==> config.mk <==
export PLATFORM = sky130hd
export DESIGN_NAME = stopwatch_counter_flat
export DESIGN_NICKNAME = d
export VERILOG_FILES = /design/src/rtl/stopwatch_pkg.sv /design/src/rtl/stopwatch_counter_if.sv /design/src/rtl/bcd_digit_counter.sv /design/src/rtl/stopwatch_counter.sv /design/src/flat_wrapper.sv
export SDC_FILE = /design/constraint.sdc
export NUM_CORES = 1
export LEC_CHECK = 0
export BUFFER_PORTS_ARGS = -buffer_cell sky130_fd_sc_hd__buf_4
export CAP_MARGIN = 20
export CORE_UTILIZATION = 56
export CTS_CLUSTER_DIAMETER = 150
export DETAILED_ROUTE_END_ITERATION = 8
export GPL_ROUTABILITY_DRIVEN = 0
export MAX_ROUTING_LAYER = met4
export PLACE_DENSITY = 0.81
export SKIP_CTS_REPAIR_TIMING = 1
export SLEW_MARGIN = 10
export SYNTH_ARGS = -nofsm -noshare
export SYNTH_HDL_FRONTEND = slang
export SYNTH_SLANG_ARGS = --single-unit
export TNS_END_PERCENT = 30
==> constraint.sdc <==
create_clock -name CLK -period 2.3 [get_ports CLK]
set_input_delay 0.46 -clock CLK [delete_from_list [all_inputs] [get_ports CLK]]
set_output_delay 0.46 -clock CLK [all_outputs]
set_load 0.01 [all_outputs]
==> src/rtl/stopwatch_pkg.sv <==
// Shared types and limits for the MM:SS stopwatch counter.
package stopwatch_pkg;

    typedef enum logic [1:0] {
        ST_IDLE,
        ST_RUN,
        ST_PAUSE,
        ST_DONE
    } sw_state_t;

    typedef logic [3:0] bcd_digit_t;

    localparam logic [15:0] MAX_VAL = 16'h5959;
    localparam logic [15:0] MIN_VAL = 16'h0000;

endpackage

==> src/rtl/stopwatch_counter_if.sv <==
// Control/data bundle between the operation unit (master) and the stopwatch (slave).
interface stopwatch_counter_if;

    logic        TICK;
    logic        MODE;
    logic        SS;
    logic        LD;
    logic [15:0] I;
    logic [15:0] Q;
    logic        RUNNING;
    logic        DONE;
    logic        ERR;

    modport master (
        output TICK, MODE, SS, LD, I,
        input  Q, RUNNING, DONE, ERR
    );

    modport slave (
        input  TICK, MODE, SS, LD, I,
        output Q, RUNNING, DONE, ERR
    );

endinterface

==> src/rtl/bcd_digit_counter.sv <==
// One BCD digit of modulus MOD with load, increment/decrement and carry/borrow out.
module bcd_digit_counter
    import stopwatch_pkg::*;
#(
    parameter int MOD = 10
) (
    input  logic       clk,
    input  logic       rst,
    input  logic       ld,
    input  bcd_digit_t ld_val,
    input  logic       inc,
    input  logic       dec,
    output bcd_digit_t q,
    output logic       co,
    output logic       bo
);

    localparam bcd_digit_t TOP = bcd_digit_t'(MOD - 1);

    // Carry/borrow are combinational so a whole MM:SS ripple lands on one edge.
    assign co = inc && (q == TOP);
    assign bo = dec && (q == '0);

    always_ff @(posedge clk) begin
        if (rst)
            q <= '0;
        else if (ld)
            q <= ld_val;
        else if (inc)
            q <= co ? '0 : q + 4'd1;
        else if (dec)
            q <= bo ? TOP : q - 4'd1;
    end

endmodule

==> src/rtl/stopwatch_counter.sv <==
// MM:SS up/down stopwatch: BCD load validation, run/pause/done FSM and a 4-digit chain.
module stopwatch_counter
    import stopwatch_pkg::*;
(
    input  logic                CLK,
    input  logic                RST,
    stopwatch_counter_if.slave  bus
);

    // Values one step short of each limit; the step that lands on them ends the run.
    localparam logic [15:0] PRE_MAX = 16'h5958;
    localparam logic [15:0] PRE_MIN = 16'h0001;

    sw_state_t        state, state_nxt;
    bcd_digit_t [3:0] dig;
    logic [15:0]      q_cur;
    logic [4:0]       cy, bw;
    logic             load, cnt_up, cnt_dn, err_nxt;
    logic             running_q, done_q, err_q;
    logic             unused_chain;

    function automatic logic bcd_ok(input logic [15:0] v);
        return (v[3:0] <= 4'd9) && (v[7:4] <= 4'd5) &&
               (v[11:8] <= 4'd9) && (v[15:12] <= 4'd5);
    endfunction

    assign q_cur = dig;
    assign cy[0] = cnt_up;
    assign bw[0] = cnt_dn;

    for (genvar g = 0; g < 4; g++) begin : g_dig
        bcd_digit_counter #(
            .MOD ((g % 2 == 0) ? 10 : 6)
        ) u_dig (
            .clk    (CLK),
            .rst    (RST),
            .ld     (load),
            .ld_val (bus.I[g*4 +: 4]),
            .inc    (cy[g]),
            .dec    (bw[g]),
            .q      (dig[g]),
            .co     (cy[g+1]),
            .bo     (bw[g+1])
        );
    end

    // The limit guard stops the chain before the top digit can wrap.
    assign unused_chain = &{1'b0, cy[4], bw[4]};

    always_comb begin
        state_nxt = state;
        load      = 1'b0;
        cnt_up    = 1'b0;
        cnt_dn    = 1'b0;
        err_nxt   = 1'b0;

        case (state)
            ST_IDLE:  if (bus.SS) state_nxt = ST_RUN;
            ST_RUN:   if (bus.SS) state_nxt = ST_PAUSE;
            ST_PAUSE: if (bus.SS) state_nxt = ST_RUN;
            default:  ;
        endcase

        // A load always swallows a coincident tick, valid or not.
        if (bus.LD) begin
            if (bcd_ok(bus.I)) begin
                load = 1'b1;
                if (state == ST_DONE)
                    state_nxt = ST_PAUSE;
            end else begin
                err_nxt = 1'b1;
            end
        end else if (state == ST_RUN && bus.TICK) begin
            if (bus.MODE) begin
                if (q_cur == MAX_VAL) begin
                    state_nxt = ST_DONE;
                end else begin
                    cnt_up = 1'b1;
                    if (q_cur == PRE_MAX) state_nxt = ST_DONE;
                end
            end else begin
                if (q_cur == MIN_VAL) begin
                    state_nxt = ST_DONE;
                end else begin
                    cnt_dn = 1'b1;
                    if (q_cur == PRE_MIN) state_nxt = ST_DONE;
                end
            end
        end
    end

    always_ff @(posedge CLK) begin
        if (RST) begin
            state     <= ST_IDLE;
            running_q <= 1'b0;
            done_q    <= 1'b0;
            err_q     <= 1'b0;
        end else begin
            state     <= state_nxt;
            running_q <= (state_nxt == ST_RUN);
            done_q    <= (state_nxt == ST_DONE);
            err_q     <= err_nxt;
        end
    end

    assign bus.Q       = q_cur;
    assign bus.RUNNING = running_q;
    assign bus.DONE    = done_q;
    assign bus.ERR     = err_q;

endmodule

==> src/flat_wrapper.sv <==
// flat-port wrapper written by rule: the top's interface ports become plain ports
module stopwatch_counter_flat import stopwatch_pkg::*;
  (CLK, RST, bus_TICK, bus_MODE, bus_SS, bus_LD, bus_I, bus_Q, bus_RUNNING, bus_DONE, bus_ERR);
  stopwatch_counter_if bus_i ();
  input  logic CLK;
  input  logic RST;
  input wire logic [$bits(bus_i.TICK)-1:0] bus_TICK;
  input wire logic [$bits(bus_i.MODE)-1:0] bus_MODE;
  input wire logic [$bits(bus_i.SS)-1:0] bus_SS;
  input wire logic [$bits(bus_i.LD)-1:0] bus_LD;
  input wire logic [$bits(bus_i.I)-1:0] bus_I;
  output wire logic [$bits(bus_i.Q)-1:0] bus_Q;
  output wire logic [$bits(bus_i.RUNNING)-1:0] bus_RUNNING;
  output wire logic [$bits(bus_i.DONE)-1:0] bus_DONE;
  output wire logic [$bits(bus_i.ERR)-1:0] bus_ERR;
  assign bus_i.TICK = bus_TICK;
  assign bus_i.MODE = bus_MODE;
  assign bus_i.SS = bus_SS;
  assign bus_i.LD = bus_LD;
  assign bus_i.I = bus_I;
  assign bus_Q = bus_i.Q;
  assign bus_RUNNING = bus_i.RUNNING;
  assign bus_DONE = bus_i.DONE;
  assign bus_ERR = bus_i.ERR;
  stopwatch_counter u_core (.CLK(CLK), .RST(RST), .bus(bus_i));
endmodule
==> results.txt <==
- The worst setup path is captured at a register.
* First drt pass iteration count: 5
* Core Util, Final: 70.9%
- Maximum level of the CTS H-tree: 1
* Worst Tran Pin Value: 0.511 ns
* Number of global-route vias before repair: 2229
* Diode insertion count for antenna repair: 0
- In this run the static leakage power is 1.14 nW.
* Endpoints failing hold: 0
- Across every metal layer, demand over resource in global routing totals 34.4%.
- Main synth FF type: sky130_fd_sc_hd__dfxtp_1
- Detailed placement finished with a half-perimeter wire length of 4740 microns.
* Final critical delay including setup and external delays: 2.19 ns
* CTS root buffer: sky130_fd_sc_hd__clkbuf_8
- I/O Pins: 41
* DIE WIDTH: 64.2 microns
- EDFF count, synth: 0
- Sink of the worst hold path: u_core.g_dig[3].u_dig.q[0]
* Maximum capacitance violations: 0
- Ordered list of cells on the worst path: inv_1 > ha_1 > nor3b_4 > nand3_2 > and3_1 > o31a_1 > o311ai_2
* Count of synthesis-stage warnings from yosys: 0
* Maximum vdd ir drop: 220 uV
- In the routed layout, each cell is associated on average with a via count of 6.69.
- Counting distinct cell types in the post-synthesis netlist gives 73.
- Capture instance of the worst register-to-register path: u_core.g_dig[0].u_dig.q[1]
- For this run, the register share of the synthesized area comes to 19.4%.
- Layout cell share with drive strength beyond 1: 26.9%
* Hold path startpoint: bus_I[12]
* Path length in cells of the critical path: 7
- Clock Sinks: 21
* Average footprint of a synthesized cell: 8.27 sq um
* Clock tree from TritonCTS: done
- Number of port buffers: 40
* Via count: 2380
- Entering global routing, the biggest net connects 16 pins.
- Wire length of the first global-routing pass: 10800 microns
- The flow ran to the end, and the final reports show no timing, DRC or antenna violations.
- Synthesized instance count: 262
* Number of pins with negative max-slew slack in the final report: 0
* Reg2Reg Depth: 7
- Effective utilization at floorplan: 58.7%
- The net count of the finished layout is 346.
- Total power divided by cell area: 368 nW/um^2
- Post-route cell area: 2620 sq um
* Wire length per cell: 18.4 microns
- In this run the cell area measured after placement is 2550 sq um.
- Core region area: 3690 sq um
* Synth-to-Final Area Change: 20.8%
* Highest net fanout along the worst path: 9
* Initial antenna violation count: 0
* FF-to-FF setup slack: 0.11 ns
- CP bufs+invs: 1
- The worst path uses 95.1% of the clock period.
* Critical R2R Launch: u_core.g_dig[2].u_dig.q[0]
- The longest clock path from root to sink contains 2 buffers.
* Critical Path RT: 2.48 ns
- Die boundary height: 64.2 microns
* Residual antenna-violating net count after detailed routing: 0
- Counting flops with an async set or reset pin after synthesis yields a share of 0%.
* CP max stage cell: sky130_fd_sc_hd__nor3b_4
- The later pin in the worst-skew pair is clocked with a latency of 0.27 ns.
- Hold crit path type: input pin to register
- Cell row count: 22
- The cell family contributing the most delay on the critical path is simple AND/OR/NAND/NOR gates.
- Clock tree synthesis inserted a total of 3 buffers.
- Total length of routed wires: 6530 microns
- Global-route congestion overflow total: 0
- Setup violations remaining at the end of the flow were counted as 0.
* Synthesized netlist net count: 299
- Launching element type of the critical path: register
- Summed over all failing endpoints, the final setup total negative slack is 0 ns.
- Clock slew seen by the registers of the worst setup and hold paths: 0.09 ns
* CP peak stage delay: 0.44 ns
- RSZ-0062 raised after global routing: no
- After detailed routing, the number of remaining DRC violations is 0.
- Cell area after synthesis: 2170 sq um
- The critical path in this run is classified as register to register.
- Along the worst hold path, the cell count comes to 3.
- The die covers 4120 sq um.
* Flip-flop and latch count after synthesis: 21
- After the first detailed-routing iteration, the DRC count stood at 279.
- In this run the tightest slew margin relative to its limit is 65.6%.
- Setup clock skew after layout: 0.00353 ns
- Achievable clock frequency: 457 MHz
* Data arrival, critical path: 2.37 ns
==> cell type report <==
| type | count | area, sq um |
|---|---|---|
| fill | 308 | 1070 |
| timing repair buffer | 56 | 420 |
| inverter | 14 | 52.6 |
| multi-input combinational | 213 | 1620 |
| clock inverter | 1 | 5.00 |
| tap | 48 | 60.1 |
| sequential | 21 | 420 |
| clock buffer | 3 | 41.3 |
==> power by group <==
group | internal [W] | total [W] | switching, W
Sequential | 0.000378 | 0.000403 | 0.0000246
Combinational | 0.000133 | 0.000293 | 0.000160
Clock | 0.000121 | 0.000266 | 0.000144
Total | 0.000633 | 0.000962 | 0.000329
==> logic make-up (layout without fill, tap and decap cells) <==
logic type                 count (synthesis)  in the layout  share of synthesized area (%)
AOI/OAI and AO/OA                         74             74                           26.7
xor gates and xnor gates                   4              4                           1.62
adders and majority gates                 15             15                           8.67
buffers and inverters                     28             74                           6.30
DFF                                       21             21                           19.4
muxes                                      5              5                           2.43
and+or+nand+nor                          115            115                           34.9
==> cell usage in the layout, fill, tap and decap left out, types with 2 or more instances in the layout <==
cell type,synthesis,routed
sky130_fd_sc_hd__buf_4,2,56
sky130_fd_sc_hd__nand2_1,27,27
sky130_fd_sc_hd__dfxtp_1,21,21
sky130_fd_sc_hd__ha_1,15,15
sky130_fd_sc_hd__inv_1,14,14
sky130_fd_sc_hd__nand3_1,13,13
sky130_fd_sc_hd__nor2_1,12,12
sky130_fd_sc_hd__a21oi_1,11,11
sky130_fd_sc_hd__nor4_1,8,8
sky130_fd_sc_hd__nor3_1,8,8
sky130_fd_sc_hd__nand4_1,8,8
sky130_fd_sc_hd__o21ai_0,6,6
sky130_fd_sc_hd__o31ai_1,6,6
sky130_fd_sc_hd__a211oi_1,5,5
sky130_fd_sc_hd__a31oi_1,5,5
sky130_fd_sc_hd__and3b_1,4,4
sky130_fd_sc_hd__and2_1,4,4
sky130_fd_sc_hd__and4_1,3,3
sky130_fd_sc_hd__nor3b_4,2,3
sky130_fd_sc_hd__and3_1,3,3
sky130_fd_sc_hd__mux2i_1,3,3
sky130_fd_sc_hd__o22ai_1,3,3
sky130_fd_sc_hd__o32ai_1,3,3
sky130_fd_sc_hd__xnor2_1,3,3
sky130_fd_sc_hd__o31a_1,3,3
sky130_fd_sc_hd__a211o_1,3,3
sky130_fd_sc_hd__clkbuf_8,0,3
sky130_fd_sc_hd__nand2b_1,2,2
sky130_fd_sc_hd__nand3b_4,2,2
sky130_fd_sc_hd__nand3b_1,2,2
sky130_fd_sc_hd__nand4b_1,2,2
sky130_fd_sc_hd__a311oi_1,2,2
sky130_fd_sc_hd__a221oi_1,2,2
sky130_fd_sc_hd__a41oi_1,2,2
sky130_fd_sc_hd__o21ai_1,2,2
sky130_fd_sc_hd__a21o_1,2,2
sky130_fd_sc_hd__a32o_1,2,2
==> sequential cells by signal (all words and copies together), names as in the netlist <==
register              cells
u_core.bus.DONE           1
u_core.bus.ERR            1
u_core.bus.RUNNING        1
u_core.g_dig.u_dig.q     16
u_core.state              2
==> synth_stat cells, types with 3 or more instances <==
| cell type | instances | area, sq um |
|---|---|---|
| sky130_fd_sc_hd__o31ai_1 | 6 | 45.0 |
| sky130_fd_sc_hd__inv_1 | 14 | 52.6 |
| sky130_fd_sc_hd__a21oi_1 | 11 | 55.1 |
| sky130_fd_sc_hd__and3_1 | 3 | 18.8 |
| sky130_fd_sc_hd__and3b_1 | 4 | 35.0 |
| sky130_fd_sc_hd__nor4_1 | 8 | 50.1 |
| sky130_fd_sc_hd__and4_1 | 3 | 26.3 |
| sky130_fd_sc_hd__a31oi_1 | 5 | 31.3 |
| sky130_fd_sc_hd__nand2_1 | 27 | 101 |
| sky130_fd_sc_hd__buf_2 | 7 | 35.0 |
| sky130_fd_sc_hd__nor2_1 | 12 | 45.0 |
| sky130_fd_sc_hd__xnor2_1 | 3 | 26.3 |
| sky130_fd_sc_hd__nand4_1 | 8 | 50.1 |
| sky130_fd_sc_hd__ha_1 | 15 | 188 |
| sky130_fd_sc_hd__o32ai_1 | 3 | 26.3 |
| sky130_fd_sc_hd__a211o_1 | 3 | 26.3 |
| sky130_fd_sc_hd__and2_1 | 4 | 25.0 |
| sky130_fd_sc_hd__a211oi_1 | 5 | 37.5 |
| sky130_fd_sc_hd__o31a_1 | 3 | 26.3 |
| sky130_fd_sc_hd__o21ai_0 | 6 | 30.0 |
| sky130_fd_sc_hd__clkbuf_1 | 3 | 11.3 |
| sky130_fd_sc_hd__nor3_1 | 8 | 40.0 |
| sky130_fd_sc_hd__o22ai_1 | 3 | 18.8 |
| sky130_fd_sc_hd__dfxtp_1 | 21 | 420 |
| sky130_fd_sc_hd__mux2i_1 | 3 | 30.0 |
| sky130_fd_sc_hd__nand3_1 | 13 | 65.1 |
==> layer usage <==
layer,global-route usage (%),vias to the layer above,part of all wire [%]
met3,5.71,37,10
met4,13.1,0,3.7
li1,-,1107,-
met2,54.8,152,45
met1,43.4,1084,41
met5,-,-,0
==> worst register-to-register path, delay by kind of cell, from the launching register on <==
family,cells,cell delay (ns)
buffers and inverters,1,0.11
adder cells (fa/ha/maj),1,0.22
flip-flops,1,0.37
AO/OA/AOI/OAI,2,0.53
AND/OR/NAND/NOR,3,0.86
==> per-stage QoR <==
step | worst slack (ns) | cells | power (W) | hold slack (ns)
after floorplan | 0.388 | 262 | 0.000589 | 0.514
after global placement | 0.174 | 351 | 0.000684 | 0.512
after detailed placement | 0.158 | 351 | 0.000690 | 0.524
after CTS | 0.148 | 355 | 0.000944 | 0.428
after global routing | 0.0175 | 356 | 0.00100 | 0.450
final | 0.113 | 356 | 0.000962 | 0.425
==> worst max path at each step <==
stage / startpoint / slack (ns) / end
2_1_floorplan: u_core.g_dig[3].u_dig.q[0] / 0.39 / u_core.g_dig[2].u_dig.q[0]
3_3_place_gp: bus_I[6] / 0.17 / u_core.g_dig[0].u_dig.q[0]
3_5_place_dp: bus_I[6] / 0.16 / u_core.g_dig[0].u_dig.q[0]
4_1_cts: u_core.g_dig[2].u_dig.q[0] / 0.15 / u_core.g_dig[0].u_dig.q[1]
5_1_grt: u_core.g_dig[2].u_dig.q[0] / 0.02 / u_core.g_dig[2].u_dig.q[0]
6_report: u_core.g_dig[2].u_dig.q[0] / 0.11 / u_core.g_dig[0].u_dig.q[1]
Power figures use the tool's default switching activity.
